File: config.mk
export PLATFORM = sky130hd
export DESIGN_NAME = iir_biquad_seq_flat
export DESIGN_NICKNAME = d
export VERILOG_FILES = /design/src/rtl/iir_biquad_seq_pkg.sv /design/src/rtl/iir_biquad_seq_if.sv /design/src/rtl/iir_biquad_seq_sat_unsigned.sv /design/src/rtl/iir_biquad_seq.sv /design/src/flat_wrapper.sv
export SDC_FILE = /design/constraint.sdc
export NUM_CORES = 1
export LEC_CHECK = 0
export BUFFER_PORTS_ARGS = -buffer_cell sky130_fd_sc_hd__buf_2
export CAP_MARGIN = 30
export CORE_MARGIN = 2
export CORE_UTILIZATION = 40
export DETAILED_ROUTE_END_ITERATION = 7
export PLACE_DENSITY_LB_ADDON = 0.25
export SLEW_MARGIN = 25
export SYNTH_ARGS = -nofsm -noshare
export SYNTH_HDL_FRONTEND = slang
export SYNTH_HIERARCHICAL = 1
export SYNTH_SLANG_ARGS = --single-unit
File: constraint.sdc
create_clock -name clk -period 13.49 [get_ports clk]
set_input_delay 2.698 -clock clk [delete_from_list [all_inputs] [get_ports clk]]
set_output_delay 2.698 -clock clk [all_outputs]
set_load 0.02 [all_outputs]
File: src/rtl/iir_biquad_seq_pkg.sv
// Shared types and default constants for the sequenced biquad IIR filter.
// The accumulator width follows from the sample and coefficient widths.
package iir_pkg;

    typedef enum logic [2:0] {
        IDLE,
        MAC0,
        MAC1,
        MAC2,
        MAC3,
        OUT
    } state_t;

    localparam int W_DEF     = 8;
    localparam int CW_DEF    = 8;
    localparam int A0_DEF    = 3;
    localparam int A1_DEF    = 3;
    localparam int B1_DEF    = 4;
    localparam int B2_DEF    = 2;
    localparam int SHIFT_DEF = 3;

    function automatic int acc_width(input int w, input int cw);
        return w + cw + 3;
    endfunction

    localparam int ACC_W = acc_width(W_DEF, CW_DEF);

endpackage

File: src/rtl/iir_biquad_seq_if.sv
// Sample-in / sample-out valid-ready bundle for the biquad filter.
// The slave side is the filter; the master side is the source plus sink.
interface iir_biquad_seq_if #(
    parameter int W = 8
);
    logic [W-1:0] x_in;
    logic         in_valid;
    logic         in_ready;
    logic [W-1:0] y_out;
    logic         out_valid;
    logic         out_ready;

    modport master (
        output x_in, in_valid, out_ready,
        input  in_ready, y_out, out_valid
    );

    modport slave (
        input  x_in, in_valid, out_ready,
        output in_ready, y_out, out_valid
    );
endinterface

File: src/rtl/iir_biquad_seq_sat_unsigned.sv
// Clamps a signed accumulator value into the unsigned range 0..2^W-1.
// Shared with the FIR smoother.
module sat_unsigned #(
    parameter int W     = 8,
    parameter int ACC_W = 19
) (
    input  logic signed [ACC_W-1:0] v,
    output logic        [W-1:0]     y
);

    function automatic logic [W-1:0] sat_fn(input logic signed [ACC_W-1:0] a);
        if (a[ACC_W-1])
            return '0;
        else if (|a[ACC_W-2:W])
            return '1;
        else
            return a[W-1:0];
    endfunction

    assign y = sat_fn(v);

endmodule

File: src/rtl/iir_biquad_seq.sv
// Second-order IIR low-pass filter using one shared MAC sequenced over four
// terms per sample, with valid/ready handshakes on both sides.
module iir_biquad_seq
    import iir_pkg::*;
#(
    parameter int W     = W_DEF,
    parameter int CW    = CW_DEF,
    parameter int A0    = A0_DEF,
    parameter int A1    = A1_DEF,
    parameter int B1    = B1_DEF,
    parameter int B2    = B2_DEF,
    parameter int SHIFT = SHIFT_DEF
) (
    input  logic              clk,
    input  logic              reset,
    iir_biquad_seq_if.slave   bus,
    output logic              busy
);

    localparam int ACC_BITS = acc_width(W, CW);

    localparam logic signed [CW-1:0] C_A0 = CW'(A0);
    localparam logic signed [CW-1:0] C_A1 = CW'(A1);
    localparam logic signed [CW-1:0] C_B1 = CW'(B1);
    localparam logic signed [CW-1:0] C_B2 = CW'(B2);

    state_t                      state;
    logic                        tail;
    logic        [W-1:0]         xs, x1, y1, y2;
    logic        [W-1:0]         y_reg;
    logic                        out_valid_reg;
    logic signed [ACC_BITS-1:0]  acc;

    logic        [W-1:0]         opnd;
    logic signed [CW-1:0]        coef;
    logic                        sub;
    logic signed [ACC_BITS-1:0]  coef_x, opnd_x, term, acc_next, shifted;
    logic        [W-1:0]         y_sat;

    // Operand/coefficient select for the shared multiplier
    always_comb begin
        opnd = xs;
        coef = C_A0;
        sub  = 1'b0;
        case (state)
            MAC1: begin opnd = x1; coef = C_A1; end
            MAC2: begin opnd = y1; coef = C_B1; end
            MAC3: begin opnd = y2; coef = C_B2; sub = 1'b1; end
            default: ;
        endcase
    end

    // Samples are zero-extended, so the operand is always non-negative
    assign coef_x   = {{(ACC_BITS-CW){coef[CW-1]}}, coef};
    assign opnd_x   = {{(ACC_BITS-W){1'b0}}, opnd};
    assign term     = coef_x * opnd_x;
    assign acc_next = sub ? (acc - term) : (acc + term);
    assign shifted  = acc >>> SHIFT;

    sat_unsigned #(
        .W     (W),
        .ACC_W (ACC_BITS)
    ) u_sat (
        .v (shifted),
        .y (y_sat)
    );

    assign bus.in_ready  = (state == IDLE);
    assign bus.y_out     = y_reg;
    assign bus.out_valid = out_valid_reg;
    assign busy          = (state != IDLE);

    // MAC3 spends two cycles: last term, then saturate and publish
    always_ff @(posedge clk or posedge reset) begin
        if (reset) begin
            state         <= IDLE;
            tail          <= 1'b0;
            xs            <= '0;
            x1            <= '0;
            y1            <= '0;
            y2            <= '0;
            y_reg         <= '0;
            out_valid_reg <= 1'b0;
            acc           <= '0;
        end else begin
            case (state)
                IDLE: begin
                    if (bus.in_valid) begin
                        xs    <= bus.x_in;
                        acc   <= '0;
                        tail  <= 1'b0;
                        state <= MAC0;
                    end
                end
                MAC0: begin acc <= acc_next; state <= MAC1; end
                MAC1: begin acc <= acc_next; state <= MAC2; end
                MAC2: begin acc <= acc_next; state <= MAC3; end
                MAC3: begin
                    if (!tail) begin
                        acc  <= acc_next;
                        tail <= 1'b1;
                    end else begin
                        y_reg         <= y_sat;
                        out_valid_reg <= 1'b1;
                        y2            <= y1;
                        y1            <= y_sat;
                        x1            <= xs;
                        tail          <= 1'b0;
                        state         <= OUT;
                    end
                end
                OUT: begin
                    if (bus.out_ready) begin
                        out_valid_reg <= 1'b0;
                        state         <= IDLE;
                    end
                end
                default: state <= IDLE;
            endcase
        end
    end

endmodule

File: src/flat_wrapper.sv
// flat-port wrapper written by rule: the top's interface ports become plain ports
module iir_biquad_seq_flat import iir_pkg::*;
#(
    parameter int W     = W_DEF,
    parameter int CW    = CW_DEF,
    parameter int A0    = A0_DEF,
    parameter int A1    = A1_DEF,
    parameter int B1    = B1_DEF,
    parameter int B2    = B2_DEF,
    parameter int SHIFT = SHIFT_DEF
)
  (clk, reset, busy, bus_x_in, bus_in_valid, bus_out_ready, bus_in_ready, bus_y_out, bus_out_valid);
  iir_biquad_seq_if #(.W(W)) bus_i ();
  input  logic clk;
  input  logic reset;
  output logic busy;
  input wire logic [$bits(bus_i.x_in)-1:0] bus_x_in;
  input wire logic [$bits(bus_i.in_valid)-1:0] bus_in_valid;
  input wire logic [$bits(bus_i.out_ready)-1:0] bus_out_ready;
  output wire logic [$bits(bus_i.in_ready)-1:0] bus_in_ready;
  output wire logic [$bits(bus_i.y_out)-1:0] bus_y_out;
  output wire logic [$bits(bus_i.out_valid)-1:0] bus_out_valid;
  assign bus_i.x_in = bus_x_in;
  assign bus_i.in_valid = bus_in_valid;
  assign bus_i.out_ready = bus_out_ready;
  assign bus_in_ready = bus_i.in_ready;
  assign bus_y_out = bus_i.y_out;
  assign bus_out_valid = bus_i.out_valid;
  iir_biquad_seq #(.W(W), .CW(CW), .A0(A0), .A1(A1), .B1(B1), .B2(B2), .SHIFT(SHIFT)) u_core (.clk(clk), .reset(reset), .bus(bus_i), .busy(busy));
endmodule
==> results of run 1 <==
==> synthesized netlist by cell type (all sizes together) (2+ instances only) <==
master,number,area [sq um]
a41oi,8,70.1
mux2,33,372
xnor2,13,114
nand2,45,169
nor2b,5,31.3
or4b,2,20.0
xor2,15,131
o211a,2,20.0
o31ai,5,51.3
nor2,35,131
a22oi,9,67.6
ha,29,363
nor4,2,25.0
dfrtp,56,1400
a21o,9,68.8
a21oi,20,100
o21a,3,22.5
a221o,2,20.0
or2,4,25.0
nand2b,8,50.1
clkbuf,14,52.6
nand3,2,10.0
o21ai,42,210
and3,5,31.3
or3,3,23.8
inv,25,93.8
or4,2,15.0
o21bai,3,22.5
fa,8,160
nor3,7,35.0
a32o,2,20.0
nand3b,3,22.5
and2,5,31.3
==> metrics by stage <==
step	area (sq um)	cells	utilization, %	hold WS (ps)	worst slack, ps
finish	4490	598	44.1	501	6940
global route	4490	598	44.1	532	6460
CTS	4490	597	44.1	507	6880
detailed placement	4390	589	43.1	481	6900
global placement	4370	587	42.9	467	7070
floorplan	4140	442	-	450	7570
==> final cells by class <==
cell class / count / area [sq um]
tap: 136 / 170
clock buffer: 5 / 68.8
sequential: 56 / 1400
fill: 996 / 5690
multi-input combinational: 346 / 2580
timing repair buffer: 27 / 155
clock inverter: 3 / 28.8
inverter: 25 / 93.8
==> routing by layer <==
layer / up-vias / global-route usage (%) / share of wire [%] / wire [um]
met1: 1483 / 22.7 / 47 / 4220
met5: - / 0 / 0 / 0
li1: 1609 / - / - / -
met2: 60 / 27.2 / 47 / 4230
met3: 10 / 2.10 / 4.1 / 365
met4: 0 / 3.48 / 1.1 / 97
==> worst reg2reg max path, delay by kind of cell, from the launching register on <==
| family | cells | cell delay (ps) |
|---|---|---|
| simple gates | 9 | 2730 |
| fa+ha+maj | 4 | 1400 |
| flops | 1 | 630 |
| xor+xnor | 2 | 330 |
| compound gates | 5 | 1250 |
| mux | 1 | 130 |
==> worst min-delay path by stage <==
stage | to | slack [ps] | from
global route | u_core/acc[0] | 530 | u_core/acc[0]
finish | u_core/acc[0] | 500 | u_core/acc[0]
detailed placement | u_core/acc[0] | 480 | u_core/acc[0]
floorplan | u_core/acc[0] | 450 | u_core/acc[0]
CTS | u_core/acc[0] | 510 | u_core/acc[0]
global placement | u_core/acc[0] | 470 | u_core/acc[0]
==> kinds of logic after synthesis <==
kind of cell	synth area share, %
AND/OR/NAND/NOR	15.7
AO/OA/AOI/OAI	18.8
flip-flops	33.9
buffers and inverters	3.81
adder cells (fa/ha/maj)	12.6
multiplexers	9.23
XOR/XNOR	5.93
==> summary.md, run 1 <==
| Metric | Value |
|---|---|
| CP startpoint | u_core/state[0] |
| Area Growth Syn to Fin | 8.68% |
| Final min period | 6550 ps |
| WS Path Type | flip-flop to flip-flop |
| Netlist cell types | 53 |
| Avg Inst Size Synth | 9.36 sq um |
| Register-to-Register Path Depth | 21 |
| Final net count | 510 |
| Reg2reg start | u_core/state[0] |
| Worst Path Required | 13,710 ps |
| Synth Flop Type | dfrtp_1 |
| IO buf count | 22 |
| Delay-heaviest family, CP | simple AND/OR/NAND/NOR gates |
| Setup TNS | 0 ps |
| # DRC | 0 |
| Register area share after synthesis | 33.9% |
| Fraction of layout cells with a size suffix above 1 | 17.7% |
| Final Setup Violations | 0 |
| EDFF count, synth | 0 |
| Clock Latency Late Sink | 320 ps |
| Worst-Margin Slew | 837 ps |
| MaxCap Viol Count | 0 |
| CP Depth | 21 |
| Final hold viol count | 0 |
| Synth warn | 6 |
| Gate Count Post-Synth | 442 |
| Critical Path AT | 6770 ps |
| Hold buffer count at CTS | 0 |
| Die span in y | 106 um |
| Mapped Nets | 491 |
| Global route overflow | 0 |
| RR Endpoint | u_core/acc[17] |
| Initial antenna violation count | 0 |
| Vias in the first global route | 2,971 |
| Crit start category | flip-flop |
| Status | finished clean |
| Crit path top cell by count | nor2_1 |
| Crit Path Max Fanout | 23 |
| RSZ-0062 raised after global routing | no |
| Global-route usage over all layers | 16.3% |
| Detailed placement HPWL | 6890 um |
| Commonest non-fill, non-tap cell in the layout | dfrtp_1 |
| Post-route ant nets | 0 |
| Worst setup endpoint | u_core/acc[17] |
| Largest net degree at the start of global routing | 57 |
| WP buf/inv | 0 |
| Routed wire length | 8920 um |
| WL per Instance | 14.9 um |
| TritonCTS buffer count | 5 |
| Inserted Diodes | 0 |
| I/O pin total | 23 |
| Commonest non-fill, non-tap cells in the layout | 56 x dfrtp_1, 45 x nand2_1, 41 x o21ai_0, 35 x nor2_1, 33 x mux2_2 |
| Layout Skew | 17.9 ps |
| Hold Crit Class | flip-flop to flip-flop |
| Achievable clock frequency | 153 MHz |
| Flop2flop setup slack | 6940 ps |
| Core area | 10,200 sq um |
| Register bit total from synthesis | 56 |
| Post-CTS sizing | 0 |
| Worst stage delay on the critical path | 630 ps |
| Critical path capture point type | flip-flop |
| Biggest register | u_core/acc |
| Full die area | 11,200 sq um |
| Via count | 3,162 |
| Root Buffer | clkbuf_8 |
| Drt pass-1 iters | 4 |
| Cell-by-cell trace of the critical path | nor3b_2 -> nor2_1 -> a21oi_1 -> nor2_1 -> fa_1 -> ha_1 -> fa_1 -> xor2_1 -> or4b_1 -> or3_4 -> o21ai_0 -> xnor2_1 -> ha_1 -> nand2_1 -> nor2_1 -> and2_1 -> or4_1 -> a21o_1 -> o31a_1 -> mux2i_1 -> a221o_1 |
| Vias per inst | 5.29 |
| Tcrit/Tclk final | 48.6% |
| CTS tree | done |
| Post-synth ARST share | 100% |
| Worst Hold Depth | 2 |
| First-pass GRT wire length | 14,800 um |
| Slowest-stage cell, CP | dfrtp_1 |
| GPL Wtd Cong | 0.830 |
| Post-Synthesis Cell Area | 4140 sq um |
| Drt initial violations | 146 |
| Placement row count | 37 |
| Starting Density | 40.6% |
| Rel. slew slack | 43.7% |
| Max reg flops | 19 |
| CTS clk-pin slew, worst paths | 120 ps |
| Final Max Tran Viols | 0 |
| Num Clock Sinks | 56 |
| Post-CTS Setup Bufs | 0 |
| CTS max path bufs | 2 |
| Die Wd | 106 um |
| CTS HTree Levels | 2 |
Power of run 1 is not shown: default switching activity piles up to over one toggle a cycle in this logic, so the estimate is an artifact.
==> run 2: changes to the inputs <==
--- a/config.mk
+++ b/config.mk
@@ -5,6 +5,7 @@
 export SDC_FILE = /design/constraint.sdc
 export NUM_CORES = 1
 export LEC_CHECK = 0
+export ABC_AREA = 1
 export BUFFER_PORTS_ARGS = -buffer_cell sky130_fd_sc_hd__buf_2
 export CAP_MARGIN = 30
 export CORE_MARGIN = 2
==> constraint.sdc (replaced) <==
create_clock -name clk -period 5.3 [get_ports clk]
set_input_delay 1.06 -clock clk [delete_from_list [all_inputs] [get_ports clk]]
set_output_delay 1.06 -clock clk [all_outputs]
set_load 0.02 [all_outputs]
==> run 2 against run 1 <==
Final cell count increased by 34%; fmax increased by 31%; via count increased by 29%; critical path type unchanged; highest routed layer unchanged.
==> summary.md, run 2 <==
| Metric | Value |
|---|---|
| Top-count cell post-synth | nand2_1 |
| CTS HTree Levels | 2 |
| Status | finished clean |
| Final min period | 5000 ps |
| Die Wd | 111 um |
| Layout fillers | 1,159 |
| Synth top area cells | dfrtp_1 30%, nand2_1 12%, ha_1 7.9% |
| Commonest non-fill, non-tap cells in the layout | 150 x nand2_1, 93 x inv_1, 63 x nor2_1, 55 x dfrtp_1, 39 x a21oi_1 |
| Post-synth ARST share | 100% |
| Largest net degree at the start of global routing | 57 |
| Fraction of layout cells with a size suffix above 1 | 17.3% |
| Hold WS | 494 ps |
| Synth warn | 6 |
| CTS tree | done |
| Layout Skew | 12.2 ps |
| Global-route usage over all layers | 18.9% |
| First-pass GRT wire length | 19,100 um |
| Global route overflow | 0 |
| Post-layout util | 45.4% |
| Netlist cell types | 48 |
| Register bit total from synthesis | 56 |
| Mapped Nets | 681 |
| Num Clock Sinks | 56 |
| Detailed placement HPWL | 8860 um |
| Final hold viol count | 0 |
| GPL Wtd Cong | 0.908 |
| Crit Path Max Fanout | 6 |
| Crit start category | flip-flop |
| Via count | 4,088 |
| IO buf count | 22 |
| Synth Flop Type | dfrtp_1 |
| Post-route ant nets | 0 |
| Share of the synthesized area in the top cell type | 30.4% |
| Hold Crit Class | flip-flop to flip-flop |
| Area Growth Syn to Fin | 11.6% |
| WL per Instance | 14.3 um |
| Commonest non-fill, non-tap cell in the layout | nand2_1 |
| Hold buffer count at CTS | 0 |
| Critical Path AT | 5200 ps |
| Vias in the first global route | 3,999 |
| Non-filler instance count after layout | 803 |
| Drt pass-1 iters | 4 |
| MaxCap Viol Count | 0 |
| Tcrit/Tclk final | 94.3% |
| WS Path Type | flip-flop to flip-flop |
| Root Buffer | clkbuf_16 |
| Yosys top cell by area | dfrtp_1 |
| Clock Latency Late Sink | 320 ps |
| Gate Count Post-Synth | 632 |
| Final Max Tran Viols | 0 |
| Worst Path Required | 5510 ps |
| Placed Cells | 788 |
| Core area | 11,300 sq um |
| Achievable clock frequency | 200 MHz |
| Vias per inst | 5.09 |
| CTS clk-pin slew, worst paths | 80 ps |
| EDFF count, synth | 0 |
| Initial antenna violation count | 0 |
| Starting Density | 40.7% |
| Top cells by count, synth | 151 x nand2_1, 96 x inv_1, 67 x nor2_1 |
| Avg Inst Size Synth | 7.28 sq um |
| Final net count | 708 |
| Placement row count | 39 |
| # DRC | 0 |
| Full die area | 12,400 sq um |
| Register area share after synthesis | 30.4% |
| Max reg flops | 19 |
| Critical path capture point type | flip-flop |
| Rel. slew slack | 48.7% |
| TritonCTS buffer count | 5 |
| Worst-Margin Slew | 767 ps |
| Inserted Diodes | 0 |
| Routed wire length | 11,500 um |
| Biggest register | u_core/acc |
| Die span in y | 111 um |
| Drt initial violations | 203 |
| Final Setup Violations | 0 |
| CTS max path bufs | 2 |
| Post-Synthesis Cell Area | 4600 sq um |
| I/O pin total | 23 |
==> run 2: cell count changes after synthesis, sizes merged, moves of 9 or more <==
| cell | before | now |
|---|---|---|
| nand3 | 2 | 39 |
| clkbuf | 14 | 3 |
| a22oi | 9 | 0 |
| mux2 | 33 | 7 |
| xnor2 | 13 | 0 |
| a21oi | 20 | 45 |
| nand2 | 45 | 160 |
| nor2 | 35 | 76 |
| inv | 25 | 103 |
==> run 2: per-stage QoR <==
step / cell area, sq um / setup slack, ps / setup TNS [ps]
2_1_floorplan: 4600 / 718 / 0
3_3_place_gp: 4840 / 175 / 0
3_5_place_dp: 4840 / 52.9 / 0
4_1_cts: 5000 / 86.4 / 0
5_1_grt: 5140 / -1.47 / -2.81
6_report: 5140 / 303 / 0
==> run 2: cell families after synthesis <==
| family | count (synthesis) | share of synthesized area, % |
|---|---|---|
| buffers and inverters | 116 | 10.4 |
| AO/OA/AOI/OAI | 111 | 14.5 |
| flip-flops | 56 | 30.4 |
| AND/OR/NAND/NOR | 294 | 29.5 |
| XOR/XNOR | 11 | 2.09 |
| adder cells (fa/ha/maj) | 37 | 11.4 |
| multiplexers | 7 | 1.71 |
==> run 2: per-layer routing <==
| layer | routed length (um) | track usage (%) | up-vias | share of wire, % |
|---|---|---|---|---|
| li1 | - | - | 2095 | - |
| met2 | 5520 | 31.4 | 45 | 48 |
| met1 | 5400 | 24.9 | 1931 | 47 |
| met5 | 0 | 0 | - | 0 |
| met3 | 281 | 2.90 | 17 | 2.5 |
| met4 | 264 | 7.24 | 0 | 2.3 |
==> run 2: cell type report <==
type                       instances  area (sq um)  share of cell area [%]
multi-input combinational        460          2800                    54.4
sequential                        56          1400                    27.3
clock buffer                       5           125                    2.43
clock inverter                     3          28.8                   0.560
tap                              143           179                    3.48
inverter                         104           409                    7.96
timing repair buffer              32           198                    3.85
==> run 2: timing repair <==
action | 4_1_cts | 5_1_grt
setup buffers | 0 | 7
pin swaps | 0 | 7
resized for setup | 1 | 23
gates cloned | 0 | 0
setup endpoints to repair | 1 | 12
==> run 2: path summary, 6_finish.rpt <==
check	slack (ps)	cells after the start	from	endpoint
min	490	2	u_core/x1[4]	u_core/x1[4]
max in group asynchronous	3840	3	reset	u_core/state[1]
max	300	25	u_core/state[2]	u_core/acc[16]
max reg2reg	300	25	u_core/state[2]	u_core/acc[16]
min reg2reg	490	2	u_core/x1[4]	u_core/x1[4]
min in group asynchronous	940	3	reset	u_core/acc[16]
==> run 2: worst max-delay path, cell delays in order, from the launching register on <==
cell and delay, ps:
dfrtp_1 460, inv_4 140, nand2_4 100, buf_12 140, inv_2 110, nand2_2 90
nand4_1 90, o21ai_1 90, nor2_1 160, fa_1 450, ha_1 250, fa_2 370
xor2_1 200, nor4_1 340, nand3_2 180, nor2_4 130, nor2_2 40, xor2_1 150
ha_1 370, a21oi_2 170, buf_4 130, o21ai_0 110, a221oi_1 340, nand3_1 130
nand2_1 70, o21ai_1 60
Power of run 2 is left out for the same reason.
==> run 3: changes to the inputs <==
--- a/config.mk
+++ b/config.mk
@@ -8,9 +8,12 @@
 export ABC_AREA = 1
 export BUFFER_PORTS_ARGS = -buffer_cell sky130_fd_sc_hd__buf_2
 export CAP_MARGIN = 30
+export CELL_PAD_IN_SITES_DETAIL_PLACEMENT = 1
+export CELL_PAD_IN_SITES_GLOBAL_PLACEMENT = 1
 export CORE_MARGIN = 2
 export CORE_UTILIZATION = 40
 export DETAILED_ROUTE_END_ITERATION = 7
+export HOLD_SLACK_MARGIN = 0.05
 export PLACE_DENSITY_LB_ADDON = 0.25
 export SLEW_MARGIN = 25
 export SYNTH_ARGS = -nofsm -noshare
==> run 3 against run 2 <==
Non-clock buffer count stayed put; count of clock-buffer cells in the layout did not move; sequential share of layout area is 0.22 points lower; sequential cell count unchanged; via count rose by 2.6%.
==> summary.md, run 3 (synthesis results as in run 2) <==
| Metric | Value |
|---|---|
| CTS HTree Levels | 2 |
| Critical Path AT | 5230 ps |
| CTS tree | done |
| I/O pin total | 23 |
| Largest net degree at the start of global routing | 57 |
| Crit Path Max Fanout | 6 |
| Core area | 11,300 sq um |
| Rel. slew slack | 44.5% |
| Post-route ant nets | 0 |
| Placement row count | 39 |
| Via count | 4,195 |
| TritonCTS buffer count | 5 |
| Initial antenna violation count | 0 |
| Worst stage delay on the critical path | 460 ps |
| Layout Skew | 10.2 ps |
| Max reg flops | 19 |
| Num Clock Sinks | 56 |
| Final net count | 708 |
| Die Wd | 111 um |
| # DRC | 0 |
| Tcrit/Tclk final | 94.6% |
| Clock Latency Late Sink | 310 ps |
| Worst Path Required | 5510 ps |
| Inserted Diodes | 0 |
| Drt initial violations | 126 |
| Starting Density | 40.7% |
| Commonest non-fill, non-tap cells in the layout | 149 x nand2_1, 93 x inv_1, 61 x nor2_1, 54 x dfrtp_1, 39 x a21oi_1 |
| Final min period | 5020 ps |
| Root Buffer | clkbuf_16 |
| Global route overflow | 0 |
| Area Growth Syn to Fin | 12.6% |
| Routed wire length | 13,000 um |
| CTS max path bufs | 2 |
| Drt pass-1 iters | 4 |
| Vias per inst | 5.22 |
| CTS clk-pin slew, worst paths | 80 ps |
| WS Path Type | flip-flop to flip-flop |
| Full die area | 12,400 sq um |
| Commonest non-fill, non-tap cell in the layout | nand2_1 |
| Critical path capture point type | flip-flop |
| Post-route cell area | 5180 sq um |
| Crit path top cell by count | nand3_1 |
| Hold Crit Class | flip-flop to flip-flop |
| WL per Instance | 16.2 um |
| Layout fillers | 1,466 |
| Final Setup Violations | 0 |
| Detailed placement HPWL | 10,100 um |
| Crit start category | flip-flop |
| Vias in the first global route | 4,473 |
| Final Max Tran Viols | 0 |
| Worst-Margin Slew | 829 ps |
| Slowest-stage cell, CP | dfrtp_2 |
| Hold buffer count at CTS | 0 |
| Fin worst setup slack | 284 ps |
| Achievable clock frequency | 199 MHz |
| Die span in y | 111 um |
| Status | finished clean |
| Instance area after placement | 4850 sq um |
| Global-route usage over all layers | 22.0% |
| Hold WS | 505 ps |
| First-pass GRT wire length | 21,900 um |
| IO buf count | 22 |
| Biggest register | u_core/acc |
| MaxCap Viol Count | 0 |
| Fraction of layout cells with a size suffix above 1 | 19.1% |
| GPL Wtd Cong | 0.873 |
| Setup WS pre-CTS | -61.9 ps |
| Final hold viol count | 0 |
## run 3: timing repair
item | 4_1_cts | 5_1_grt
resized for setup | 3 | 32
setup endpoints to repair | 1 | 10
endpoints found under the hold margin | 0 | 0
setup buffers | 0 | 6
pin swaps | 0 | 11
## run 3: worst max-delay path, delay by kind of cell, from the launching register on
family                   cells  cell delay [ps]
AO/OA/AOI/OAI                5              800
AND/OR/NAND/NOR             17             1800
XOR/XNOR                     1              150
buffers and inverters        4              310
adder cells (fa/ha/maj)      4             1390
flip-flops                   1              460
## run 3: path summary, 6_finish.rpt
check / startpoint / endpoint / slack, ps / depth (start not counted)
min: u_core/y2[6] / u_core/y2[6] / 510 / 2
min in group asynchronous: reset / u_core/bus.out_valid / 960 / 3
max: u_core/state[1] / u_core/acc[18] / 280 / 31
max in group asynchronous: reset / u_core/state[1] / 3830 / 3
max reg2reg: u_core/state[1] / u_core/acc[18] / 280 / 31
min reg2reg: u_core/y2[6] / u_core/y2[6] / 510 / 2
## run 3: cell type report
| type | instances | area, sq um | share of cell area, % |
|---|---|---|---|
| clock buffers | 5 | 125 | 2.41 |
| clock inverters | 3 | 21.3 | 0.410 |
| inverters | 104 | 410 | 7.92 |
| multi-input cells | 460 | 2850 | 54.9 |
| flip-flops and latches | 56 | 1400 | 27.1 |
| well taps | 143 | 179 | 3.45 |
| repair buffers | 32 | 198 | 3.81 |
## run 3: metrics by stage
stage / util (%) / std cells / TNS [ps]
final: 45.8 / 803 / 0
after global routing: 45.8 / 803 / -228
after CTS: 44.3 / 797 / 0
after detailed placement: 42.8 / 789 / -61.9
after global placement: 42.8 / 789 / 0
after floorplan: - / 632 / 0
## run 3: layer usage
metal / global-route usage [%] / share of wire (%) / vias up
met5: 0 / 0 / -
met4: 6.17 / 0.95 / 0
met3: 3.34 / 2.4 / 8
met2: 38.9 / 50 / 55
met1: 27.9 / 46 / 2042
li1: - / - / 2090
Power of run 3 is left out for the same reason.
